===== config.mk =====
export PLATFORM = sky130hd
export DESIGN_NAME = approx_serial_add_ctrl
export DESIGN_NICKNAME = d
export VERILOG_FILES = /design/src/rtl/approx_serial_add_ctrl.sv
export SDC_FILE = /design/constraint.sdc
export NUM_CORES = 1
export LEC_CHECK = 0
export ABC_AREA = 1
export CORE_ASPECT_RATIO = 0.6
export CORE_MARGIN = 5
export CORE_UTILIZATION = 57
export DETAILED_ROUTE_END_ITERATION = 8
export GPL_ROUTABILITY_DRIVEN = 0
export PLACE_DENSITY = 0.84
export SYNTH_ARGS = -nofsm -noshare
export SYNTH_HDL_FRONTEND = slang
export SYNTH_SLANG_ARGS = --single-unit

===== constraint.sdc =====
create_clock -name clk -period 3.9 [get_ports clk]
set_clock_uncertainty 0.05 [all_clocks]
set_input_delay 0.585 -clock clk [delete_from_list [all_inputs] [get_ports clk]]
set_output_delay 0.585 -clock clk [all_outputs]
set_load 0.1 [all_outputs]

===== src/rtl/approx_serial_add_ctrl.sv =====
// Bit-serial adder controller: one 1-bit cell walks a WIDTH-bit operand pair LSB first.
// Define APPROX_ADD_EN to use the lower-part-OR approximate cell on the low APPROX_BITS positions.
module approx_serial_add_ctrl #(
  parameter int WIDTH       = 8,
  parameter int APPROX_BITS = 3
) (
  input  logic             clk,
  input  logic             rst,
  input  logic             start,
  input  logic [WIDTH-1:0] a_in,
  input  logic [WIDTH-1:0] b_in,
  input  logic             cin_in,
  output logic             ready,
  output logic             busy,
  output logic             done,
  output logic [WIDTH-1:0] sum_out,
  output logic             cout_out
);

  // Handshake: start is taken only on an edge where ready=1 (IDLE); done is a
  // one-cycle pulse, and sum_out/cout_out hold from done until the next accepted start.

  localparam int CW = $clog2(WIDTH);
`ifdef APPROX_ADD_EN
  localparam int NAPPROX = APPROX_BITS;
`else
  localparam int NAPPROX = 0;
`endif
  localparam logic [CW-1:0] LAST = CW'(WIDTH - 1);

  typedef enum logic [1:0] {
    IDLE = 2'd0,
    RUN  = 2'd1,
    DONE = 2'd2
  } state_t;

  state_t           state;
  logic [WIDTH-1:0] a_sh;
  logic [WIDTH-1:0] b_sh;
  logic [WIDTH-1:0] res_sh;
  logic             carry;
  logic [CW-1:0]    cnt;

  logic             bit_a;
  logic             bit_b;
  logic             approx_bit;
  logic             cell_s;
  logic             cell_co;
  logic [WIDTH-1:0] res_next;

  // Operand registers shift right, so the bit being processed is always at index 0.
  always_comb begin
    bit_a      = a_sh[0];
    bit_b      = b_sh[0];
    approx_bit = (int'(cnt) < NAPPROX);
    cell_s     = 1'b0;
    cell_co    = 1'b0;
    if (approx_bit) begin
      cell_s  = bit_a | bit_b;
      cell_co = bit_a & bit_b;
    end else begin
      cell_s  = bit_a ^ bit_b ^ carry;
      cell_co = (bit_a & bit_b) | (carry & (bit_a ^ bit_b));
    end
    res_next = {cell_s, res_sh[WIDTH-1:1]};
  end

  always_ff @(posedge clk) begin
    if (rst) begin
      state    <= IDLE;
      ready    <= 1'b1;
      busy     <= 1'b0;
      done     <= 1'b0;
      sum_out  <= '0;
      cout_out <= 1'b0;
      a_sh     <= '0;
      b_sh     <= '0;
      res_sh   <= '0;
      carry    <= 1'b0;
      cnt      <= '0;
    end else begin
      case (state)
        IDLE: begin
          if (start) begin
            state    <= RUN;
            ready    <= 1'b0;
            busy     <= 1'b1;
            a_sh     <= a_in;
            b_sh     <= b_in;
            res_sh   <= '0;
            carry    <= cin_in;
            cnt      <= '0;
            sum_out  <= '0;
            cout_out <= 1'b0;
          end
        end
        RUN: begin
          a_sh   <= a_sh >> 1;
          b_sh   <= b_sh >> 1;
          res_sh <= res_next;
          carry  <= cell_co;
          // The counter is held at its last value rather than incremented, so it never wraps.
          if (cnt == LAST) begin
            state    <= DONE;
            busy     <= 1'b0;
            done     <= 1'b1;
            sum_out  <= res_next;
            cout_out <= cell_co;
          end else begin
            cnt <= cnt + 1'b1;
          end
        end
        DONE: begin
          state <= IDLE;
          done  <= 1'b0;
          ready <= 1'b1;
        end
        default: begin
          state <= IDLE;
          ready <= 1'b1;
          busy  <= 1'b0;
          done  <= 1'b0;
        end
      endcase
    end
  end

endmodule


==> results of run 1 <==
## placed cells by master, fill, tap and decap left out
master           netlist  final
nor2_1                50     50
nand2_2                1      1
buf_4                  4      1
inv_4                  1      1
nor2_2                10     10
ha_1                   2      2
clkbuf_1               0      1
nand3_2                1      1
inv_1                 41     41
o21ai_0                5      5
clkbuf_8               0      5
clkinv_2               0      2
nand2_4                1      1
clkdlybuf4s50_1        0     31
dfxtp_1               41     41
nand3_1               18     18
nand2_1               93     93
fa_1                   1      1
nor2_4                 2      2
o21ai_4                1      1
a21oi_1               18     18
## layout make-up
cell class / instances / area [sq um]
clock buffers: 6 / 72.57
clock inverters: 2 / 10.01
fillers: 305 / 969.7
inverters: 42 / 160.2
multi-input cells: 203 / 915.9
flip-flops and latches: 41 / 820.8
well taps: 45 / 56.30
repair buffers: 32 / 317.8
## through the flow
step	cell area (sq um)	utilization	power [mW]	cells
floorplan	2011	-	0.6242	300
global placement	2271	0.6834	0.6645	363
detailed placement	2271	0.6834	0.6684	363
CTS	2354	0.7082	0.9346	371
global route	2354	0.7082	0.9743	371
finish	2354	0.7082	0.9270	371
## flip-flops by register name, indices dropped and copies added (netlist names)
| name | cells |
|---|---|
| a_sh | 8 |
| b_sh | 8 |
| sum_out | 8 |
| res_sh | 7 |
| cnt | 3 |
| state | 2 |
| busy | 1 |
| carry | 1 |
| cout_out | 1 |
| done | 1 |
| ready | 1 |
## metal layers
metal	global-route usage	vias up
met2	0.2593	40
met1	0.2540	741
met5	0	-
met4	0.08222	0
met3	0.05030	9
li1	-	946
## final timing paths
check,start,end,slack [ns],cells past startpoint
worst max-delay path,sum_out[4],sum_out[4],1.46,1
worst min-delay path,done,done,0.41,2
worst max register to register,state[0],a_sh[0],2.23,4
worst min register to register,done,done,0.41,2
## logic make-up after synthesis
kind of cell	after synthesis	share of synthesized area
buffers and inverters	56	0.1363
AOI/OAI and AO/OA	24	0.06534
and+or+nand+nor	176	0.3678
DFF	41	0.4082
adders and majority gates	3	0.02240
## power breakdown
group	switching (mW)	internal, mW	total, mW
Clock	0.144	0.124	0.268
Combinational	0.134	0.0669	0.201
Sequential	0.0144	0.444	0.458
Total	0.292	0.635	0.927
==> impl_metrics.py, run 1 <==
metrics = {
    "status": {
        "status": "completed",
    },
    "synth": {
        "syn_area_sq_um": 2011,
        "synth_edf_count": 0,
        "synth.most_common_cell": "nand2_1",
        "ys_seq_elements": 41,
        "synthDistinctLibCells": 20,
        "ys_top_cells_by_area": "dfxtp_1, nand2_1, nor2_1",
        "synth_cells": 300,
        "async_flop_share": 0,
        "netlist.area_leader.share": 0.4082,
        "synth_top_area_cell": "dfxtp_1",
        "synth-main-ff-cell": "dfxtp_1",
        "synth_common_cells": "nand2_1, nor2_1, dfxtp_1, inv_1",
        "avgSynthCellArea_sq_um": 6.702,
        "yosysWarnings": 0,
        "ys_seq_area_frac": 0.4082,
        "synthesis.nets": 323,
    },
    "clocking": {
        "clkLatencyLatePin_ns": 0.29,
        "cts_tree": "built",
        "numCtsBuffers": 5,
        "clk_pin_slew_ns": 0.08,
        "h-tree-depth": 2,
        "clock-sinks": 41,
        "cts_hold_buf": 0,
        "clockBufferDepth": 2,
        "cts_root_buf": "clkbuf_8",
        "post_cts_buffers": 0,
        "cts_resized": 0,
    },
    "cells_and_area": {
        "drive_gt1_frac": 0.07669,
        "layout.nets": 348,
        "diodes": 0,
        "area_growth_pct": 17.05,
    },
    "floorplanning": {
        "chipHeight_um": 56.01,
        "ios": 32,
        "start_util": 0.6050,
        "num_rows": 16,
        "die-width_um": 86.68,
        "core_sq_um": 3323,
        "die_area_sq_um": 4854,
    },
    "place": {
        "io_buffers": 31,
        "place_hpwl_um": 2766,
        "dp_slack_ns": 1.610,
    },
    "sta": {
        "whs_ns": 0.4051,
        "rsz0062_at_grt": "false",
        "setup_viol_count_final": 0,
        "finalCriticalPeriod_ns": 2.444,
        "worst_slack_ns": 1.456,
        "tightest_slew_ns": 0.9989,
        "hold_viol_final": 0,
        "slew_headroom": 0.3320,
        "max_freq_mhz": 409.2,
        "maxSlewViolCount": 0,
        "setup-tns-final_ns": 0,
        "timing.final.crit_share": 0.6266,
    },
    "detailed_routing": {
        "met2_length_um": 1722,
        "antenna_left": 0,
        "wl_um": 4058,
        "num_vias": 1736,
        "drc": 0,
        "drtIter0Drc": 78,
        "drt-vias-per-instance": 4.679,
        "met1_length_um": 2044,
        "met3_length_um": 212,
        "topRoutingLayerUsed": "met4",
        "wl_per_cell_um": 10.94,
        "drt_pass1_iterations": 4,
    },
    "worst_setup_path": {
        "end_kind": "primary output",
        "worstPathArrival_ns": 1.81,
        "required_ns": 3.26,
        "slowest_stage": "clkdlybuf4s50_1",
        "path_max_fanout": 2,
        "cp_top_family": "buffers and inverters",
        "crit_buf_inv": 1,
        "cp-start-kind": "register",
        "setup.worst_path.class": "reg2out",
        "cp_cell_sequence": "clkdlybuf4s50_1",
        "critPathMaxStageDelay_ns": 1.16,
    },
    "global_routing": {
        "grt_antenna_before_repair": 0,
        "overflow": 0,
        "grtUsageTotal": 0.1824,
        "grt_pass1_vias": 1590,
        "grt_pass1_wl_um": 7100,
        "grt_max_degree": 40,
    },
    "pwr": {
        "p_leak_nw": 1.090,
        "p_per_area_nw_per_um2": 393.9,
        "vdd_drop_max_mv": 0.2608,
    },
    "job": {
        "drv_cap": 0,
    },
    "hold_path": {
        "hp-class": "reg2reg",
    },
}
Power figures use the tool's default switching activity.
==> run 2: changes to the inputs <==
- CORE_UTILIZATION: 57 -> 48
- PLACE_DENSITY: 0.84 -> 0.76
- clock period: 3.9 -> 2.07 ns (I/O delays scaled with it)
==> impl_metrics.py, run 2 (synthesis gave the netlist of run 1 again) <==
metrics = {
    "sta": {
        "setup-tns-final_ns": 0,
        "hold_viol_final": 0,
        "max_freq_mhz": 640.6,
        "slew_headroom": 0.6852,
        "setup_viol_count_final": 0,
        "maxSlewViolCount": 0,
        "rsz0062_at_grt": "false",
        "timing.final.crit_share": 0.7541,
        "finalCriticalPeriod_ns": 1.561,
        "worst_slack_ns": 0.5091,
        "tightest_slew_ns": 0.4716,
    },
    "worst_setup_path": {
        "r2r_end": "sum_out[5]",
        "reg2reg_setup_slack_ns": 0.51,
        "path_max_fanout": 17,
        "required_ns": 2.25,
        "cp-start-kind": "register",
        "setup.worst_path.class": "reg2reg",
        "crit_start": "cnt[0]",
        "critPathCapture": "sum_out[5]",
        "worstPathArrival_ns": 1.74,
        "end_kind": "register",
        "worstRegToRegCells": 6,
        "rr_startpoint": "cnt[0]",
    },
    "floorplanning": {
        "num_rows": 18,
        "start_util": 0.4932,
        "core_sq_um": 4076,
        "ios": 32,
        "chipHeight_um": 60.14,
        "die_area_sq_um": 5626,
        "die-width_um": 93.56,
    },
    "detailed_routing": {
        "drt_pass1_iterations": 4,
        "wl_per_cell_um": 10.73,
        "drtIter0Drc": 116,
        "antenna_left": 0,
        "wl_um": 4195,
        "drt-vias-per-instance": 4.517,
        "drc": 0,
        "num_vias": 1766,
    },
    "clocking": {
        "clockBufferDepth": 2,
        "clk_pin_slew_ns": 0.08,
        "clock-sinks": 41,
        "post_cts_buffers": 0,
        "numCtsBuffers": 5,
        "cts_tree": "built",
        "cts_root_buf": "clkbuf_8",
        "cts_resized": 0,
        "clkLatencyLatePin_ns": 0.30,
        "cts_hold_buf": 0,
        "h-tree-depth": 2,
    },
    "cells_and_area": {
        "area_growth_pct": 18.85,
        "stdcell_count": 391,
        "final_common_cell": "nand2_1",
        "layout_common_cells": "nand2_1, nor2_1, inv_1, dfxtp_1, clkdlybuf4s50_1",
        "final_util": 0.5862,
        "diodes": 0,
        "layout.nets": 353,
        "largest_registers": "a_sh x8, b_sh x8, sum_out x8",
        "drive_gt1_frac": 0.1208,
    },
    "global_routing": {
        "grt_pass1_wl_um": 6982,
        "met3_usage": 0.05283,
        "busiest_layer": "met2",
        "overflow": 0,
        "grtUsageTotal": 0.1611,
        "grt_max_degree": 27,
        "grt_antenna_before_repair": 0,
        "grt_pass1_vias": 1577,
        "grtUsageMet2": 0.2500,
        "met1_usage": 0.2100,
    },
    "pwr": {
        "p_seq_frac": 0.493,
        "vdd_drop_max_mv": 0.3796,
        "pwr-share-comb": 0.219,
        "p_leak_nw": 1.133,
        "p_clk_frac": 0.287,
        "swShare": 0.3131,
        "p_per_area_nw_per_um2": 734.5,
        "intPower_mw": 1.206,
        "power.switching_mw": 0.5496,
    },
    "hold_path": {
        "hp-class": "reg2reg",
    },
    "status": {
        "status": "completed",
    },
    "job": {
        "drv_cap": 0,
    },
    "place": {
        "io_buffers": 31,
        "place_hpwl_um": 2956,
        "dp_slack_ns": 0.4277,
        "dp.cells": 383,
    },
}
## run 2: changes by cell type in the layout (fill, tap and decap cells not counted), sizes merged
| cell | previous run | this run |
|---|---|---|
| buf | 1 | 18 |
| clkdlybuf4s50 | 31 | 19 |
| clkinv | 2 | 0 |
| clkbuf | 6 | 8 |
## run 2: how the worst min path moves through the flow
stage,cells after the start,endpoint,startpoint,slack [ns]
after CTS,2,done,done,0.41
after global routing,2,done,done,0.43
after floorplan,2,sum_out[0],res_sh[1],0.38
after detailed placement,2,done,done,0.40
final,2,done,done,0.41
after global placement,2,sum_out[0],res_sh[1],0.40
## run 2: routing by layer
metal / vias to the layer above / part of all wire
li1: 958 / -
met1: 773 / 0.52
met2: 30 / 0.42
met3: 5 / 0.049
met4: 0 / 0.012
met5: - / 0
## run 2: power groups by stage
stage          clock network, mW  registers (mW)  logic [mW]
6_report                   0.505           0.866       0.385
5_1_grt                    0.552           0.871       0.427
4_1_cts                    0.517           0.865       0.388
3_5_place_dp                   0           0.883       0.386
3_3_place_gp                   0           0.880       0.380
2_1_floorplan                  0           0.975       0.201
## run 2: layout make-up
class | count | area [sq um]
Timing Repair Buffer | 37 | 337.8
Inverter | 42 | 160.2
Tap cell | 60 | 75.07
Fill cell | 421 | 1687
Multi-Input combinational cell | 203 | 915.9
Clock buffer | 8 | 80.08
Sequential cell | 41 | 820.8
## run 2: through the flow
stage,power [mW],instance area (sq um),hold WS [ns]
after floorplan,1.176,2011,0.3786
after global placement,1.260,2310,0.3960
after detailed placement,1.269,2310,0.3998
after CTS,1.770,2390,0.4105
after global routing,1.849,2390,0.4275
final,1.755,2390,0.4130
## run 2: critical path, stage by stage, from the launching register on
cell and delay [ns]:
dfxtp_1 0.38, ha_1 0.16, ha_1 0.24, nand3_2 0.30, nand3_1 0.19, nand2_1 0.06
nor2_1 0.10
